$ cat src/rtl/rc4_pkg.sv
// Shared types and constants for the RC4 key-search controller and its phase handshakes.
package rc4_pkg;

  localparam int          KEY_BITS_DEFAULT = 24;
  localparam int          MESSAGE_LENGTH   = 32;
  localparam logic [15:0] WATCHDOG_MAX     = 16'hFFFF;

  localparam int NUM_PHASES = 3;
  localparam int PH_INIT    = 0;
  localparam int PH_SHUF    = 1;
  localparam int PH_DEC     = 2;

  typedef enum logic [3:0] {
    IDLE,
    INIT_GO,
    INIT_WAIT,
    SHUF_GO,
    SHUF_WAIT,
    DEC_GO,
    DEC_WAIT,
    CHECK,
    FOUND,
    EXHAUSTED
  } ks_state_t;

  function automatic logic is_wait(input ks_state_t s);
    return (s == INIT_WAIT) || (s == SHUF_WAIT) || (s == DEC_WAIT);
  endfunction

  function automatic logic is_rest(input ks_state_t s);
    return (s == IDLE) || (s == FOUND) || (s == EXHAUSTED);
  endfunction

endpackage

$ cat src/rtl/key_search_ctrl_phase_sequencer.sv
// One datapath phase handshake: registered one-cycle start pulse and finish qualification.
// KEY_SEARCH_WATCHDOG_EN adds a 16-bit stall watchdog with a registered timeout pulse.
module phase_sequencer (
  input  logic clk,
  input  logic reset_n,
  input  logic launch,
  input  logic in_wait,
  input  logic finish,
  output logic start,
  output logic done
`ifdef KEY_SEARCH_WATCHDOG_EN
  ,
  output logic timeout
`endif
);

  // finish only counts while the owning FSM is actually waiting on this phase
  assign done = in_wait & finish;

  always_ff @(posedge clk or negedge reset_n) begin
    if (!reset_n) start <= 1'b0;
    else          start <= launch;
  end

`ifdef KEY_SEARCH_WATCHDOG_EN
  import rc4_pkg::*;

  logic [15:0] wd_cnt;

  // start is high exactly in the GO cycle, so wd_cnt reads 0 on the first wait cycle;
  // timeout is registered one count early so it is high while wd_cnt == WATCHDOG_MAX
  always_ff @(posedge clk or negedge reset_n) begin
    if (!reset_n) begin
      wd_cnt  <= '0;
      timeout <= 1'b0;
    end else begin
      if (start)        wd_cnt <= '0;
      else if (in_wait) wd_cnt <= wd_cnt + 16'd1;
      timeout <= in_wait & ~finish & (wd_cnt == (WATCHDOG_MAX - 16'd1));
    end
  end
`endif

endmodule

$ cat src/rtl/key_search_ctrl.sv
// Key-search controller: steps secret_key through the init/shuffle/decrypt phases until a
// decrypt passes, the key range runs out, or stop aborts. KEY_SEARCH_WATCHDOG_EN adds phase_timeout.
module key_search_ctrl
  import rc4_pkg::*;
#(
  parameter int                  KEY_BITS  = KEY_BITS_DEFAULT,
  parameter logic [KEY_BITS-1:0] KEY_FIRST = '0,
  parameter logic [KEY_BITS-1:0] KEY_STEP  = KEY_BITS'(1),
  parameter logic [KEY_BITS-1:0] KEY_LAST  = KEY_BITS'(24'h3FFFFF)
) (
  input  logic                clk,
  input  logic                reset_n,
  input  logic                start,
  input  logic                stop,
  output logic                init_start,
  input  logic                init_finish,
  output logic                shuffle_start,
  input  logic                shuffle_finish,
  output logic                decrypt_start,
  input  logic                decrypt_finish,
  input  logic                invalid_ascii,
  output logic [KEY_BITS-1:0] secret_key,
  output logic                busy,
  output logic                key_found,
  output logic                key_exhausted,
  output logic                aborted
`ifdef KEY_SEARCH_WATCHDOG_EN
  ,
  output logic                phase_timeout
`endif
);

  ks_state_t state, state_nx;
  logic      stop_lat, inv_cap;
  logic      key_ok, stop_any, restart;
  logic [KEY_BITS:0]       key_next;
  logic [NUM_PHASES-1:0]   launch, in_wait, finish, ph_start, ph_done, ph_tmo;

  assign finish  = {decrypt_finish, shuffle_finish, init_finish};
  assign in_wait = {state == DEC_WAIT, state == SHUF_WAIT, state == INIT_WAIT};
  assign launch  = {state_nx == DEC_GO, state_nx == SHUF_GO, state_nx == INIT_GO};
  assign {decrypt_start, shuffle_start, init_start} = ph_start;

  for (genvar i = 0; i < NUM_PHASES; i++) begin : g_phase
    phase_sequencer u_seq (
      .clk     (clk),
      .reset_n (reset_n),
      .launch  (launch[i]),
      .in_wait (in_wait[i]),
      .finish  (finish[i]),
      .start   (ph_start[i]),
      .done    (ph_done[i])
`ifdef KEY_SEARCH_WATCHDOG_EN
      ,
      .timeout (ph_tmo[i])
`endif
    );
  end

`ifdef KEY_SEARCH_WATCHDOG_EN
  assign phase_timeout = |ph_tmo;
`else
  assign ph_tmo = '0;
`endif

  // one extra bit so a step past the top of the key space can never wrap back into range
  assign key_next = {1'b0, secret_key} + {1'b0, KEY_STEP};
  assign key_ok   = key_next <= {1'b0, KEY_LAST};
  assign stop_any = stop | stop_lat;
  assign restart  = is_rest(state) && (state_nx == INIT_GO);

  always_comb begin
    state_nx = state;
    case (state)
      IDLE, FOUND, EXHAUSTED: if (start && !stop) state_nx = INIT_GO;
      INIT_GO:   state_nx = stop ? IDLE : INIT_WAIT;
      INIT_WAIT: if (ph_tmo[PH_INIT])       state_nx = IDLE;
                 else if (ph_done[PH_INIT]) state_nx = stop_any ? IDLE : SHUF_GO;
      SHUF_GO:   state_nx = stop ? IDLE : SHUF_WAIT;
      SHUF_WAIT: if (ph_tmo[PH_SHUF])       state_nx = IDLE;
                 else if (ph_done[PH_SHUF]) state_nx = stop_any ? IDLE : DEC_GO;
      DEC_GO:    state_nx = stop ? IDLE : DEC_WAIT;
      // a finished decrypt always gets checked: a pending stop is resolved in CHECK, below a hit
      DEC_WAIT:  if (ph_tmo[PH_DEC])        state_nx = IDLE;
                 else if (ph_done[PH_DEC])  state_nx = CHECK;
      CHECK:     if (!inv_cap)              state_nx = FOUND;
                 else if (stop_any)         state_nx = IDLE;
                 else if (key_ok)           state_nx = INIT_GO;
                 else                       state_nx = EXHAUSTED;
      default:   state_nx = IDLE;
    endcase
  end

  always_ff @(posedge clk or negedge reset_n) begin
    if (!reset_n) begin
      state         <= IDLE;
      secret_key    <= KEY_FIRST;
      busy          <= 1'b0;
      key_found     <= 1'b0;
      key_exhausted <= 1'b0;
      aborted       <= 1'b0;
      stop_lat      <= 1'b0;
      inv_cap       <= 1'b0;
    end else begin
      state         <= state_nx;
      busy          <= state_nx != IDLE;
      key_found     <= state_nx == FOUND;
      key_exhausted <= state_nx == EXHAUSTED;
      if (restart) begin
        secret_key <= KEY_FIRST;
        aborted    <= 1'b0;
      end else begin
        if (state == CHECK && state_nx == INIT_GO) secret_key <= key_next[KEY_BITS-1:0];
        // every path from a running state back to IDLE is an abort of some kind
        if (state != IDLE && state_nx == IDLE) aborted <= 1'b1;
      end
      if (restart || state_nx == IDLE)  stop_lat <= 1'b0;
      else if (is_wait(state) && stop)  stop_lat <= 1'b1;
      if (ph_done[PH_DEC]) inv_cap <= invalid_ascii;
    end
  end

endmodule

$ cat config.mk
export PLATFORM = sky130hd
export DESIGN_NAME = key_search_ctrl
export DESIGN_NICKNAME = d
export VERILOG_FILES = /design/src/rtl/rc4_pkg.sv /design/src/rtl/key_search_ctrl_phase_sequencer.sv /design/src/rtl/key_search_ctrl.sv
export SDC_FILE = /design/constraint.sdc
export NUM_CORES = 1
export LEC_CHECK = 0
export ABC_AREA = 1
export CELL_PAD_IN_SITES_DETAIL_PLACEMENT = 0
export CELL_PAD_IN_SITES_GLOBAL_PLACEMENT = 1
export CORE_MARGIN = 1
export CORE_UTILIZATION = 37
export CTS_CLUSTER_SIZE = 28
export DETAILED_ROUTE_END_ITERATION = 8
export GPL_TIMING_DRIVEN = 0
export MAX_ROUTING_LAYER = met4
export PLACE_DENSITY_LB_ADDON = 0.12
export SLEW_MARGIN = 20
export SYNTH_ARGS = -nofsm -noshare
export SYNTH_HDL_FRONTEND = slang
export SYNTH_HIERARCHICAL = 1
export SYNTH_SLANG_ARGS = --single-unit
export TNS_END_PERCENT = 5
$ cat constraint.sdc
create_clock -name clk -period 2.6 [get_ports clk]
set_input_delay 0.26 -clock clk [delete_from_list [all_inputs] [get_ports clk]]
set_output_delay 0.26 -clock clk [all_outputs]
set_load 0.05 [all_outputs]
==> impl_metrics.ini, run 1 <==
[routing]
wl_met1_um = 3260
dr.pass1.iters = 4
wl_per_cell_um = 13.4
dr_total_vias = 2407
top_layer_used = met4
ant_nets = 0
met2_length_um = 2920
wl_met3_um = 311
drtIter0Drc = 100
viasPerCell = 4.91
drc_errors = 0
routed_wl_um = 6550

[critical_path]
critPathKind = register to register
crit_start = secret_key[8]
crit_slowest_cell = dfrtp_2
worstSetupEndpointType = register
crit_path_start_kind = register
path_buf_inv = 1
reg2reg_setup_slack_ns = 0.06
worstPathCellList = nand2_1 -> nor2_2 -> nand2_1 -> nor2_4 -> nand2_2 -> o21ai_1 -> o211ai_1 -> nor2_1 -> nand2_1 -> nand2_2 -> nand4_4 -> nor2_4 -> buf_6 -> nand2_2 -> o21ai_1
reg2reg_from = secret_key[8]
cpPeakStageDelay_ns = 0.43
cp_top_family = simple AND/OR/NAND/NOR gates
crit_required_ns = 2.82
cp_max_fo = 8
worstPathArrival_ns = 2.76

[layout]
drive_above_1_share = 0.195
layout_commonest_cell = nand2_1
fin_util = 0.544
fin_cells = 490
antennaDiodeCount = 0
design_area_mm2 = 0.00328
layout_common_cells = nand2_1, inv_1, nor2_1, clkdlybuf4s50_1, dfrtp_1
area_growth_pct = 39.9
layout.nets = 424

[timing]
hold_viol = 0
tns_ns = 0
rsz0062_at_grt = yes
fin_crit_ns = 2.54
fmax_mhz = 393
final.setup_skew_ns = 0.00594
fin_hold_ws_ns = 0.456
fin_ws_ns = 0.0576
period_share = 0.978
max_slew_margin = 0.662
setup_viol = 0
worst_slew_pin_slew_ns = 0.506
final-max-slew-violation-count = 0

[die]
start_util = 0.388
die_h_um = 81.5
fp-row-count = 28
ios = 39
core_area_mm2 = 0.00603
die_area_mm2 = 0.00665
die_w_um = 81.5

[outcome]
status = complete, no violations

[global_routing]
antenna_found_initial = 0
grt_pass1_vias = 2162
grt.overflow.total = 0
grt_max_degree = 20
grtUsageTotal = 0.218
grt_pass1_wl_um = 10600

[yosys]
synth_nets = 362
ys_ff_latch = 37
synth.distinct_cells = 28
syn_avg_cell_area_um2 = 6.65
yosysTopAreaCell = dfrtp_1
yosysSeqAreaShare = 0.396
syn_inst = 352
synth.area.top_cells = dfrtp_1, nand2_1, inv_1
syn_area_mm2 = 0.00234
yosysTopAreaCellShare = 0.396
yosys_warnings = 6

[place]
dp_hpwl_um = 4640
io_buffers = 38
gp_congestion = 0.867
place_ws_ns = -0.140
dpl-instance-area_mm2 = 0.00284
dpl.cell_count = 466

[pwr]
ir_drop_v = 0.000365
fin_total_pwr_mw = 1.95
power.leakage_nw = 1.46
p_per_area_mw_per_mm2 = 595

[clocking]
numCtsBuffers = 5
cts_tree = done
cts_buffer_depth = 2
clock_latency_ns = 0.29
path_clk_slew_ns = 0.08
cts_sinks = 37
htreeDepth = 2
cts-root-buf = clkbuf_8

[flow_run]
max-cap-violations = 0

[hold_path]
holdCritPathClass = primary input to async pin
## timing repair
item,in CTS,in global routing
buffers inserted,6,7
pin swaps,1,14
endpoints found under the hold margin,18,0
endpoints found under the setup margin,24,29
gates resized for setup,4,54
cloned,1,1
hold buffers,1,0
## report_power, final
part           internal, mW  leakage (nW)  total [mW]  switching [mW]
logic                 0.251         0.895       0.695           0.444
clock network         0.381        0.0681       0.604           0.223
registers             0.624         0.502       0.651          0.0270
total                  1.26          1.46        1.95           0.694
## metal layers
layer  vias to the layer above  global-route usage
met4                         0              0.0518
met1                      1107               0.301
li1                       1225                   -
met2                        68               0.330
met3                         7              0.0378
met5                         -                   -
## sequential cells by signal, summed over array words and instances (netlist names)
register	flops
key_found	1
inv_cap	1
stop_lat	1
secret_key	24
state	4
busy	1
key_exhausted	1
aborted	1
g_phase.u_seq/start	3
## final timing paths
path                                   to  depth (start not counted)
max                        secret_key[12]                         15
max reg2reg                secret_key[12]                         15
min reg2reg                       aborted                          2
min                        secret_key[17]                          2
min in group clk                  aborted                          2
max in group asynchronous   secret_key[5]                          3
## cells by family after synthesis
| kind of cell | share of synthesized area |
|---|---|
| fa+ha+maj | 0.0107 |
| xor+xnor | 0.00748 |
| flops | 0.396 |
| compound gates | 0.0828 |
| simple gates | 0.408 |
| mux | 0.00481 |
| buf+inv | 0.0909 |
## cell type report
class                   instances  area (um2)
fillers                       595        2750
repair buffers                 54         542
clock inverters                 3        65.1
flip-flops and latches         37         931
plain buffers                   3        26.3
clock buffers                   5        68.8
well taps                      75        93.8
inverters                      51         198
multi-input cells             261        1340
repair inverters                1        7.51
## Yosys cell counts, drive strengths merged
cell type / n
nand4: 7
nand2: 128
a21oi: 4
xor2: 1
nand3b: 2
inv: 51
nor3: 9
dfrtp: 37
nor2: 52
mux2: 1
xnor2: 1
nor3b: 1
o21bai: 2
a31oi: 1
ha: 2
o211ai: 1
o21ai: 29
or2: 2
buf: 3
nand3: 18
(Power assumes the default switching activity.)
==> run 2: changes to the inputs <==
--- a/config.mk
+++ b/config.mk
@@ -6,6 +6,7 @@
 export NUM_CORES = 1
 export LEC_CHECK = 0
 export ABC_AREA = 1
+export CAP_MARGIN = 20
 export CELL_PAD_IN_SITES_DETAIL_PLACEMENT = 0
 export CELL_PAD_IN_SITES_GLOBAL_PLACEMENT = 1
 export CORE_MARGIN = 1
==> results of run 2 <==
Final layout, timing and power as in run 1 (identical DEF).
==> run 3: changes to the inputs <==
--- a/config.mk
+++ b/config.mk
@@ -7,16 +7,13 @@
 export LEC_CHECK = 0
 export ABC_AREA = 1
 export CAP_MARGIN = 20
-export CELL_PAD_IN_SITES_DETAIL_PLACEMENT = 0
-export CELL_PAD_IN_SITES_GLOBAL_PLACEMENT = 1
 export CORE_MARGIN = 1
-export CORE_UTILIZATION = 37
+export CORE_UTILIZATION = 53
 export CTS_CLUSTER_SIZE = 28
 export DETAILED_ROUTE_END_ITERATION = 8
 export GPL_TIMING_DRIVEN = 0
 export MAX_ROUTING_LAYER = met4
 export PLACE_DENSITY_LB_ADDON = 0.12
-export SLEW_MARGIN = 20
 export SYNTH_ARGS = -nofsm -noshare
 export SYNTH_HDL_FRONTEND = slang
 export SYNTH_HIERARCHICAL = 1
==> impl_metrics.ini, run 3 (synthesized netlist as in run 1, its figures left out) <==
[layout]
largest_reg_flops = 24
drive_above_1_share = 0.158
antennaDiodeCount = 0
nFillCells = 328
reg_top3 = secret_key: 24 flops, state: 4 flops, g_phase.u_seq/start: 3 flops
layout_commonest_cell = nand2_1
fin_cells = 461
fin_util = 0.754
multi_input_area_mm2 = 0.00131
ff_latch_area_um2 = 930
layout.nets = 420
area_growth_pct = 32.5
layout_common_cells = nand2_1, inv_1, clkdlybuf4s50_1
largest_register = secret_key
design_area_mm2 = 0.00310

[timing]
fin_crit_ns = 2.49
fmax_mhz = 402
worst_slew_pin_slew_ns = 0.846
max_slew_margin = 0.436
period_share = 0.958
final-max-slew-violation-count = 0
fin_ws_ns = 0.110
setup_viol = 0
fin_hold_ws_ns = 0.0656
final.setup_skew_ns = 0.00614
hold_viol = 0
rsz0062_at_grt = yes
tns_ns = 0

[pwr]
pwr-share-comb = 0.349
pwr-share-seq = 0.357
intPower_mw = 1.15
power.leakage_nw = 1.37
p_sw_mw = 0.664
p_clk_frac = 0.294
fin_total_pwr_mw = 1.82
p_sw_frac = 0.365
ir_drop_v = 0.000474
p_per_area_mw_per_mm2 = 586

[critical_path]
cpPeakStageDelay_ns = 0.45
crit_required_ns = 2.82
crit_slowest_cell = dfrtp_2
worstSetupEndpointType = register
critPathKind = register to register
crit_path_start_kind = register
cp_max_fo = 7
worstPathArrival_ns = 2.71
worstPathCellList = nand2_1 -> nor2_4 -> nand2_2 -> nor2_4 -> nand2_2 -> o21ai_1 -> o211ai_1 -> nor2_1 -> nand2_1 -> nand2_2 -> nand4_4 -> nor2_4 -> buf_4 -> nand2_1 -> o21ai_1

[routing]
viasPerCell = 5.42
drtIter0Drc = 376
drc_errors = 0
wl_per_cell_um = 13.8
dr_total_vias = 2498
routed_wl_um = 6360
ant_nets = 0
dr.pass1.iters = 5

[clocking]
cts_buffer_depth = 2
cts_tree = done
path_clk_slew_ns = 0.08
htreeDepth = 2
clock_latency_ns = 0.30
numCtsBuffers = 5
cts_sinks = 37
cts-root-buf = clkbuf_8

[die]
fp-row-count = 23
die_w_um = 68.5
core_area_mm2 = 0.00412
ios = 39
start_util = 0.569
die_area_mm2 = 0.00469
die_h_um = 68.5

[place]
io_buffers = 38
place_ws_ns = -0.109
dpl.cell_count = 440
dp_hpwl_um = 4140
gp_congestion = 0.941
dpl-instance-area_mm2 = 0.00278

[hold_path]
holdCritPathClass = primary input to async pin

[global_routing]
grtUsageTotal = 0.271
antenna_found_initial = 0
grt_pass1_vias = 2126
grt.overflow.total = 0
grt_max_degree = 38
grt_pass1_wl_um = 9100

[flow_run]
max-cap-violations = 0

[outcome]
status = complete, no violations
-- run 3: final cells by class --
| cell class | instances | area share |
|---|---|---|
| Clock inverter | 1 | 0.00968 |
| Sequential cell | 37 | 0.300 |
| Buffer | 3 | 0.00766 |
| Timing Repair inverter | 1 | 0.00242 |
| Multi-Input combinational cell | 262 | 0.422 |
| Tap cell | 50 | 0.0202 |
| Clock buffer | 7 | 0.0278 |
| Timing Repair Buffer | 49 | 0.148 |
| Inverter | 51 | 0.0629 |
-- run 3: what timing repair did --
item,4_1_cts,5_1_grt
cloned,0,3
gates resized for setup,4,34
endpoints found under the setup margin,24,28
pin swaps,1,14
setup buffers,3,7
hold buffers,0,0
-- run 3: worst max-delay path, delay by kind of cell, from the launching register on --
family	cells	cell delay (ns)
AOI/OAI and AO/OA	3	0.27
and+or+nand+nor	11	1.50
buffers and inverters	1	0.17
DFF	1	0.45
-- run 3: power by group through the flow --
stage | Combinational, mW | Clock (mW) | Sequential, mW
final | 0.635 | 0.534 | 0.649
after global routing | 0.682 | 0.549 | 0.655
after CTS | 0.550 | 0.536 | 0.649
after detailed placement | 0.524 | 0 | 0.660
after global placement | 0.517 | 0 | 0.660
after floorplan | 0.273 | 0 | 0.748
-- run 3: final timing paths --
| kind | to | depth (start not counted) | slack [ns] | startpoint |
|---|---|---|---|---|
| max in group asynchronous | secret_key[8] | 1 | 1.95 | reset_n |
| setup reg to reg | secret_key[13] | 15 | 0.11 | secret_key[2] |
| min in group clk | aborted | 2 | 0.53 | aborted |
| hold reg to reg | aborted | 2 | 0.53 | aborted |
| setup / recovery | secret_key[13] | 15 | 0.11 | secret_key[2] |
| hold / removal | g_phase[1].u_seq/start | 1 | 0.07 | reset_n |
-- run 3: layer usage --
metal,wire length (um),vias to the layer above,GRT usage
met5,0,-,-
met1,2790,1160,0.325
met3,297,15,0.0550
met4,124,0,0.102
met2,3150,99,0.446
li1,-,1224,-
